<file path="src/rtl/mul_ctrl_pkg.sv">
// Shared encodings for the EXE-stage multiply controller.
package mul_ctrl_pkg;

    typedef enum logic [1:0] {
        OP_MUL_W   = 2'b00,
        OP_MULH_W  = 2'b01,
        OP_MULH_WU = 2'b10
    } op_e;

    typedef enum logic [1:0] {
        S_IDLE = 2'd0,
        S_CALC = 2'd1,
        S_DONE = 2'd2
    } state_e;

endpackage

</file>
<file path="src/rtl/mul_ctrl_mul.sv">
// Two-cycle 32x32 multiplier: product registered on the first enabled cycle,
// flagged complete on the second. The phase bit only advances while mul is high.
module Mul (
    input  logic        clk,
    input  logic        reset,
    input  logic        mul,
    input  logic        mul_signed,
    input  logic [31:0] x,
    input  logic [31:0] y,
    output logic [63:0] result,
    output logic        mul_complete
);

    logic        phase_q, phase_d;
    logic [63:0] prod_q, prod_d;
    logic [63:0] ext_x, ext_y;

    always_comb begin
        ext_x   = mul_signed ? {{32{x[31]}}, x} : {32'b0, x};
        ext_y   = mul_signed ? {{32{y[31]}}, y} : {32'b0, y};
        phase_d = phase_q;
        prod_d  = prod_q;
        if (mul) begin
            phase_d = ~phase_q;
            if (!phase_q) begin
                prod_d = ext_x * ext_y;
            end
        end
    end

    always_ff @(posedge clk) begin
        if (reset) begin
            phase_q <= 1'b0;
            prod_q  <= '0;
        end else begin
            phase_q <= phase_d;
            prod_q  <= prod_d;
        end
    end

    assign result       = prod_q;
    assign mul_complete = mul & phase_q;

endmodule

</file>
<file path="src/rtl/mul_ctrl.sv">
// Issue/sequence controller for the two-cycle multiplier: one µop in flight,
// registered result held until taken, flush drains the multiplier before idling.
module mul_ctrl
    import mul_ctrl_pkg::*;
#(
    parameter int unsigned DEST_W = 5
) (
    input  logic              clk,
    input  logic              resetn,
    input  logic              in_valid,
    output logic              in_ready,
    input  logic [1:0]        in_op,
    input  logic [31:0]       in_src1,
    input  logic [31:0]       in_src2,
    input  logic [DEST_W-1:0] in_dest,
    input  logic              flush,
    output logic              out_valid,
    input  logic              out_ready,
    output logic [31:0]       out_result,
    output logic [DEST_W-1:0] out_dest,
    output logic              busy
);

    state_e            state_q, state_d;
    logic              kill_q, kill_d;
    logic [1:0]        op_q, op_d;
    logic [31:0]       src1_q, src1_d;
    logic [31:0]       src2_q, src2_d;
    logic [DEST_W-1:0] dest_q, dest_d;
    logic [31:0]       out_result_q, out_result_d;
    logic [DEST_W-1:0] out_dest_q, out_dest_d;
    logic              out_valid_q, out_valid_d;

    logic        mul_en;
    logic        mul_signed;
    logic [63:0] mul_result;
    logic        mul_complete;

    assign mul_en     = (state_q == S_CALC);
    assign mul_signed = (op_q != OP_MULH_WU);

    Mul u_mul (
        .clk          (clk),
        .reset        (~resetn),
        .mul          (mul_en),
        .mul_signed   (mul_signed),
        .x            (src1_q),
        .y            (src2_q),
        .result       (mul_result),
        .mul_complete (mul_complete)
    );

    always_comb begin
        state_d      = state_q;
        kill_d       = kill_q;
        op_d         = op_q;
        src1_d       = src1_q;
        src2_d       = src2_q;
        dest_d       = dest_q;
        out_result_d = out_result_q;
        out_dest_d   = out_dest_q;
        out_valid_d  = out_valid_q;
        in_ready     = 1'b0;

        case (state_q)
            S_IDLE: in_ready = ~flush;
            S_CALC: begin
                // mul_en stays high through a kill so the multiplier phase stays aligned
                kill_d = kill_q | flush;
                if (mul_complete) begin
                    kill_d = 1'b0;
                    if (kill_q | flush) begin
                        state_d = S_IDLE;
                    end else begin
                        out_result_d = ((op_q == OP_MULH_W) || (op_q == OP_MULH_WU))
                                       ? mul_result[63:32] : mul_result[31:0];
                        out_dest_d   = dest_q;
                        out_valid_d  = 1'b1;
                        state_d      = S_DONE;
                    end
                end
            end
            S_DONE: begin
                if (flush) begin
                    out_valid_d = 1'b0;
                    state_d     = S_IDLE;
                end else if (out_ready) begin
                    in_ready    = 1'b1;
                    out_valid_d = 1'b0;
                    state_d     = S_IDLE;
                end
            end
            default: state_d = S_IDLE;
        endcase

        in_ready = in_ready & resetn;

        if (in_valid && in_ready) begin
            op_d    = in_op;
            src1_d  = in_src1;
            src2_d  = in_src2;
            dest_d  = in_dest;
            state_d = S_CALC;
        end
    end

    always_ff @(posedge clk) begin
        if (!resetn) begin
            state_q      <= S_IDLE;
            kill_q       <= 1'b0;
            op_q         <= '0;
            src1_q       <= '0;
            src2_q       <= '0;
            dest_q       <= '0;
            out_result_q <= '0;
            out_dest_q   <= '0;
            out_valid_q  <= 1'b0;
        end else begin
            state_q      <= state_d;
            kill_q       <= kill_d;
            op_q         <= op_d;
            src1_q       <= src1_d;
            src2_q       <= src2_d;
            dest_q       <= dest_d;
            out_result_q <= out_result_d;
            out_dest_q   <= out_dest_d;
            out_valid_q  <= out_valid_d;
        end
    end

    assign out_valid  = out_valid_q;
    assign out_result = out_result_q;
    assign out_dest   = out_dest_q;
    assign busy       = (state_q != S_IDLE);

endmodule

</file>
<file path="config.mk">
export PLATFORM = sky130hd
export DESIGN_NAME = mul_ctrl
export DESIGN_NICKNAME = d
export VERILOG_FILES = /design/src/rtl/mul_ctrl_pkg.sv /design/src/rtl/mul_ctrl_mul.sv /design/src/rtl/mul_ctrl.sv
export SDC_FILE = /design/constraint.sdc
export NUM_CORES = 2
export LEC_CHECK = 0
export ABC_AREA = 1
export ABC_CLOCK_PERIOD_IN_PS = 21100
export CORE_MARGIN = 1
export CORE_UTILIZATION = 60
export CTS_CLUSTER_DIAMETER = 150
export CTS_CLUSTER_SIZE = 12
export DETAILED_ROUTE_END_ITERATION = 10
export PLACE_DENSITY = 0.77
export SLEW_MARGIN = 20
export SYNTH_ARGS = -nofsm -noshare
export SYNTH_HDL_FRONTEND = slang
export SYNTH_SLANG_ARGS = --single-unit
</file>
<file path="constraint.sdc">
create_clock -name clk -period 21.1 [get_ports clk]
set_input_delay 4.22 -clock clk [delete_from_list [all_inputs] [get_ports clk]]
set_output_delay 4.22 -clock clk [all_outputs]
set_load 0.05 [all_outputs]
</file>
# After elaboration in Yosys (flattened, before gate mapping)
# Index checks and enable logic that the tools add are counted.
# Widths: inputs -> output; s select.
[word_totals] word_cells=61 ff_bits=177 output_inout_bits=40
[classes] multipliers=1 bitwise=8 n_mux=18 n_eq_ne=11 n_reduce_logical=11
[ops] op="$mux 64" n=2
[ops] op="$mul 64x64->64" n=1
[ops] op="$mux 32" n=1
[ops] op="$reduce_and 3->1" n=3
[ops] op="$mux 1" n=8
[ops] op="$mux 2" n=4
[ops] op="$ne 2x2->1 const B" n=4
[ops] op="$ne 3x3->1 const B" n=2
[ops] op="$pmux 2 s3" n=1
[ops] op="$not 1->1" n=5
[ops] op="$eq 2x1->1 const B" n=2
[ops] op="$eq 2x2->1 const B" n=2
[ops] op="$ne 4x4->1 const B" n=1
[ops] op="$pmux 1 s2" n=2
[ops] op="$reduce_and 4->1" n=1
[ops] op="$reduce_bool 2->1" n=2
[ops] op="$and 1x1->1" n=2
[ops] op="$logic_not 2->1" n=1
[ops] op="$reduce_and 2->1" n=1
[ops] op="$reduce_or 2->1" n=1
[ops] op="$logic_and 1x1->1" n=1
[ops] op="$logic_or 1x1->1" n=1
[ops] op="$or 1x1->1" n=1

# Logic depth before layout (Yosys ltp)
[logic_depth] word_depth=7 mapped_depth=44 mapped_depth_nobuf=43

# Cells and area by module
# From an unflattened synthesis, not the netlist that was laid out.
[hier_totals] cells_unflattened=7299 area_unflattened_um2=57418.8
[modules_own_cells] mod="Mul" area_each_um2=52594.2 instances=1 cells_per_inst=6555
[modules_own_cells] mod="mul_ctrl" area_each_um2=4824.6 instances=1 cells_per_inst=744

# Worst setup path after synthesis
# OpenSTA, ideal clock, no wires.
[synth_timing] path_kind="input-to-output" from="input resetn" to="output in_ready" path_buffers=0 stages=2 t_arrival_ns=5.236 setup_slack_ns=11.644 cell_sequence="inv_1 -> nor4_2"
[synth_via] elab_chain_cells=1
[synth_rtl] item="from (decl)" line_no="mul_ctrl.sv:9" text="input logic resetn,"
[synth_rtl] item="$and 1x1->1" line_no="mul_ctrl.sv:96" text="in_ready = in_ready & resetn;"
[synth_rtl] item="to (decl)" line_no="mul_ctrl.sv:11" text="output logic in_ready,"
# Every way passes these cells.

# Worst setup path after layout
[layout_timing] from="register op_q[0]" to="register u_mul.prod_q[62] (netlist: u_mul.result[62])"
[layout_via] elab_chain_cells=3
[layout_rtl] item="from (decl)" line_no="mul_ctrl.sv:26" text="logic [1:0] op_q, op_d;"
[layout_rtl] item="from (signal assigned)" line_no="mul_ctrl.sv:121" text="op_q <= op_d;"
[layout_rtl] item="$ne 2x2->1 *" line_no="mul_ctrl.sv:40" text="assign mul_signed = (op_q != OP_MULH_WU);"
[layout_rtl] item="$mux 64, on equally long branches" line_no="mul_ctrl_mul.sv:19, mul_ctrl_mul.sv:20"
[layout_rtl] item="$mul 64x64->64 *" line_no="mul_ctrl_mul.sv:26" text="prod_d = ext_x * ext_y;"
[layout_rtl] item="to (signal assigned)" line_no="mul_ctrl_mul.sv:37" text="prod_q <= prod_d;"
[layout_rtl] item="to (decl)" line_no="mul_ctrl_mul.sv:15" text="logic [63:0] prod_q, prod_d;"
# Mark *: on every way between the ends. The rest lies on a longest branch, timed or not.
# A chain may end at the register's enable or synchronous reset.

==> flow_summary.json <==
{
  "antenna_found_initial": 6,
  "p_sw_mw": 0.840,
  "row_count": 112,
  "htreeDepth": 4,
  "first_pass_iters": 6,
  "register_area_um2": 3550,
  "hold_violations": 0,
  "crit_required_ns": 21.49,
  "min_from": "u_mul.result[0]",
  "crit_type": "reg2reg",
  "cts_resized": 0,
  "wirelength_um": 169000,
  "clkTransAtPathRegs_ns": 0.08,
  "numCtsBuffers": 17,
  "fmax_mhz": 96.8,
  "critical_path_arrival_ns": 10.72,
  "tightest_slew_ns": 1.20,
  "vias": 44000,
  "fin_area_um2": 59100,
  "synth_area_um2": 56400,
  "synth_top_area_cell": "fa_1",
  "ys_top_cells_by_area": "fa_1 50%, inv_1 15%, nand2_1 9.1%",
  "holdWs_ns": 0.483,
  "yosysWarnings": 0,
  "layout-area-overhead-vs-synth_pct": 4.83,
  "final_nets": 8694,
  "final.setup_skew_ns": 0.0284,
  "peakVddDrop_uv": 66.9,
  "min_period_ns": 10.33,
  "combPwrFrac_pct": 57.7,
  "grt_max_degree": 79,
  "end_kind": "register",
  "slew_violations": 0,
  "insertion_delay_ns": 0.50,
  "cap_violations": 0,
  "drtIter0Drc": 3757,
  "setup_violations": 0,
  "ioPinCount": 116,
  "multi_input_area_um2": 43000,
  "rsz0062_at_grt": "false",
  "cts_buffer_depth": 2,
  "finish.utilization_pct": 63.4,
  "ys_seq_area_share_pct": 6.28,
  "synth_edf_count": 0,
  "finalCritPeriodShare_pct": 48.9,
  "core_area_um2": 93200,
  "ys_seq_elements": 177,
  "crit_top_cell": "fa_1",
  "grt_use_total_pct": 37.5,
  "status": "finished clean",
  "final_antenna_net_count": 0,
  "routedWlPerCell_um": 20.7,
  "crit_buf_inv": 9,
  "drive_gt1_share_pct": 2.56,
  "postCtsSetupRepairBufs": 0,
  "synth_most_common_cell": "inv_1",
  "dieArea_um2": 95200,
  "initial_utilization_pct": 60.5,
  "portBuffers": 115,
  "async_reset_ff_share_pct": 0,
  "r2r_start": "op_q[0]",
  "cts_hold_buf": 0,
  "cp_slowest_cell": "fa_1",
  "critical-path-top-delay-family": "adder cells",
  "synthDistinctLibCells": 48,
  "dp_hpwl_um": 142000,
  "die_height_um": 309,
  "fin_setup_tns_ns": 0,
  "synth_fp_nets": 8799,
  "synth_ff_type": "dfxtp_1",
  "cp_slowest_stage_delay_ns": 0.90,
  "n_fill_cell": 8011,
  "critPathMaxFanout": 24,
  "hold_class": "reg2reg",
  "clock-sinks": 177,
  "drc": 0,
  "seqPwrFrac_pct": 21.9,
  "critPathLaunchType": "register",
  "grt_pass1_vias": 46900,
  "slew_headroom_pct": 19.8,
  "die_width_um": 309,
  "sw_frac_of_total_pct": 50.3,
  "yosys.area.top_type_share_pct": 50.3,
  "critPathLaunch": "op_q[0]",
  "dpl_cell_area_um2": 58500,
  "via_per_inst": 5.40,
  "synthCells": 6994,
  "clkPwrFrac_pct": 20.4,
  "gr-total-overflow": 0,
  "clockRootBuffer": "clkbuf_16",
  "power_mw": 1.67,
  "p_per_area_nw_per_um2": 28.3,
  "leakage_nw": 34.3,
  "p_int_mw": 0.832,
  "avgSynthCellArea_um2": 8.06,
  "grt_pass1_wl_um": 267000,
  "place.gp.congestion": 1.02,
  "cts_tree": "done",
  "ys_top_cells_by_count": "2290 x inv_1, 1418 x fa_1, 1361 x nand2_1"
}
-- layout by cell type (no fill, tap or decap), types with 11 or more instances in the layout --
cell type           n
nand4_1            16
nor2_2             11
buf_4              83
inv_1            2290
nor2_1            401
o21ai_1            17
dfxtp_1           175
clkbuf_16          17
o21ai_0           196
o21bai_1           29
fa_1             1418
clkdlybuf4s50_1   114
xor2_1             32
a21oi_1           202
xnor2_1            15
nand2_1          1360
nand3_1            75
inv_2              12
ha_1              310
o211ai_1           17
-- sequential cells by signal (all words and copies together), names as in the netlist --
signal         cells
u_mul.result      64
out_result        32
src1_q            32
src2_q            32
dest_q             5
out_dest           5
op_q               2
state_q            2
kill_q             1
out_valid          1
u_mul.phase_q      1
-- layer usage --
layer / vias up / global-route usage [%] / wire length [um]
met5: - / 0 / 48
met4: 8 / 13.9 / 7290
met3: 413 / 8.91 / 19200
met2: 2363 / 57.6 / 75100
met1: 22000 / 51.9 / 67100
li1: 19200 / - / -
-- worst min-delay path, delay by kind of cell, from the launching register on --
family	cells	cell delay, ns
and+or+nand+nor	1	0.06
DFF	1	0.31
AOI/OAI and AO/OA	1	0.06
-- worst paths after layout --
path,end,slack (ns),cells after the start
setup / recovery,u_mul.result[62],10.77,33
hold / removal,u_mul.result[0],0.48,2
setup reg to reg,u_mul.result[62],10.77,33
hold reg to reg,u_mul.result[0],0.48,2
-- per-stage QoR --
step | std cells | worst slack (ns)
2_1_floorplan | 6994 | 11.64
3_3_place_gp | 8123 | 10.88
3_5_place_dp | 8124 | 10.82
4_1_cts | 8156 | 10.82
5_1_grt | 8156 | 10.35
6_report | 8157 | 10.77
-- kinds of logic (layout without fill, tap and decap cells) --
family / count (synthesis) / in the layout / share of synthesized area, %
simple gates: 1914 / 1914 / 13.3
buf+inv: 2624 / 2532 / 17.5
xor+xnor: 47 / 47 / 0.730
flops: 177 / 177 / 6.28
fa+ha+maj: 1729 / 1729 / 57.2
other cells: 0 / 1 / 0
compound gates: 503 / 503 / 4.89
-- power groups by stage --
| stage | combinational [mW] | clock, mW | sequential [mW] |
|---|---|---|---|
| final | 0.965 | 0.341 | 0.366 |
| after global routing | 1.06 | 0.353 | 0.367 |
| after CTS | 0.950 | 0.340 | 0.365 |
| after detailed placement | 0.940 | 0 | 0.373 |
| after global placement | 0.925 | 0 | 0.372 |
| after floorplan | 0.603 | 0 | 0.363 |
-- cell type report --
type	instances	area share (%)
antenna	1	0.00423
timing repair buffer	198	3.01
multi-input combinational	4193	72.7
tap	1254	2.65
inverter	2302	14.6
clock buffer	19	0.732
sequential	177	6.00
clock inverter	13	0.246
No activity file was read; power rests on OpenSTA's default activity.
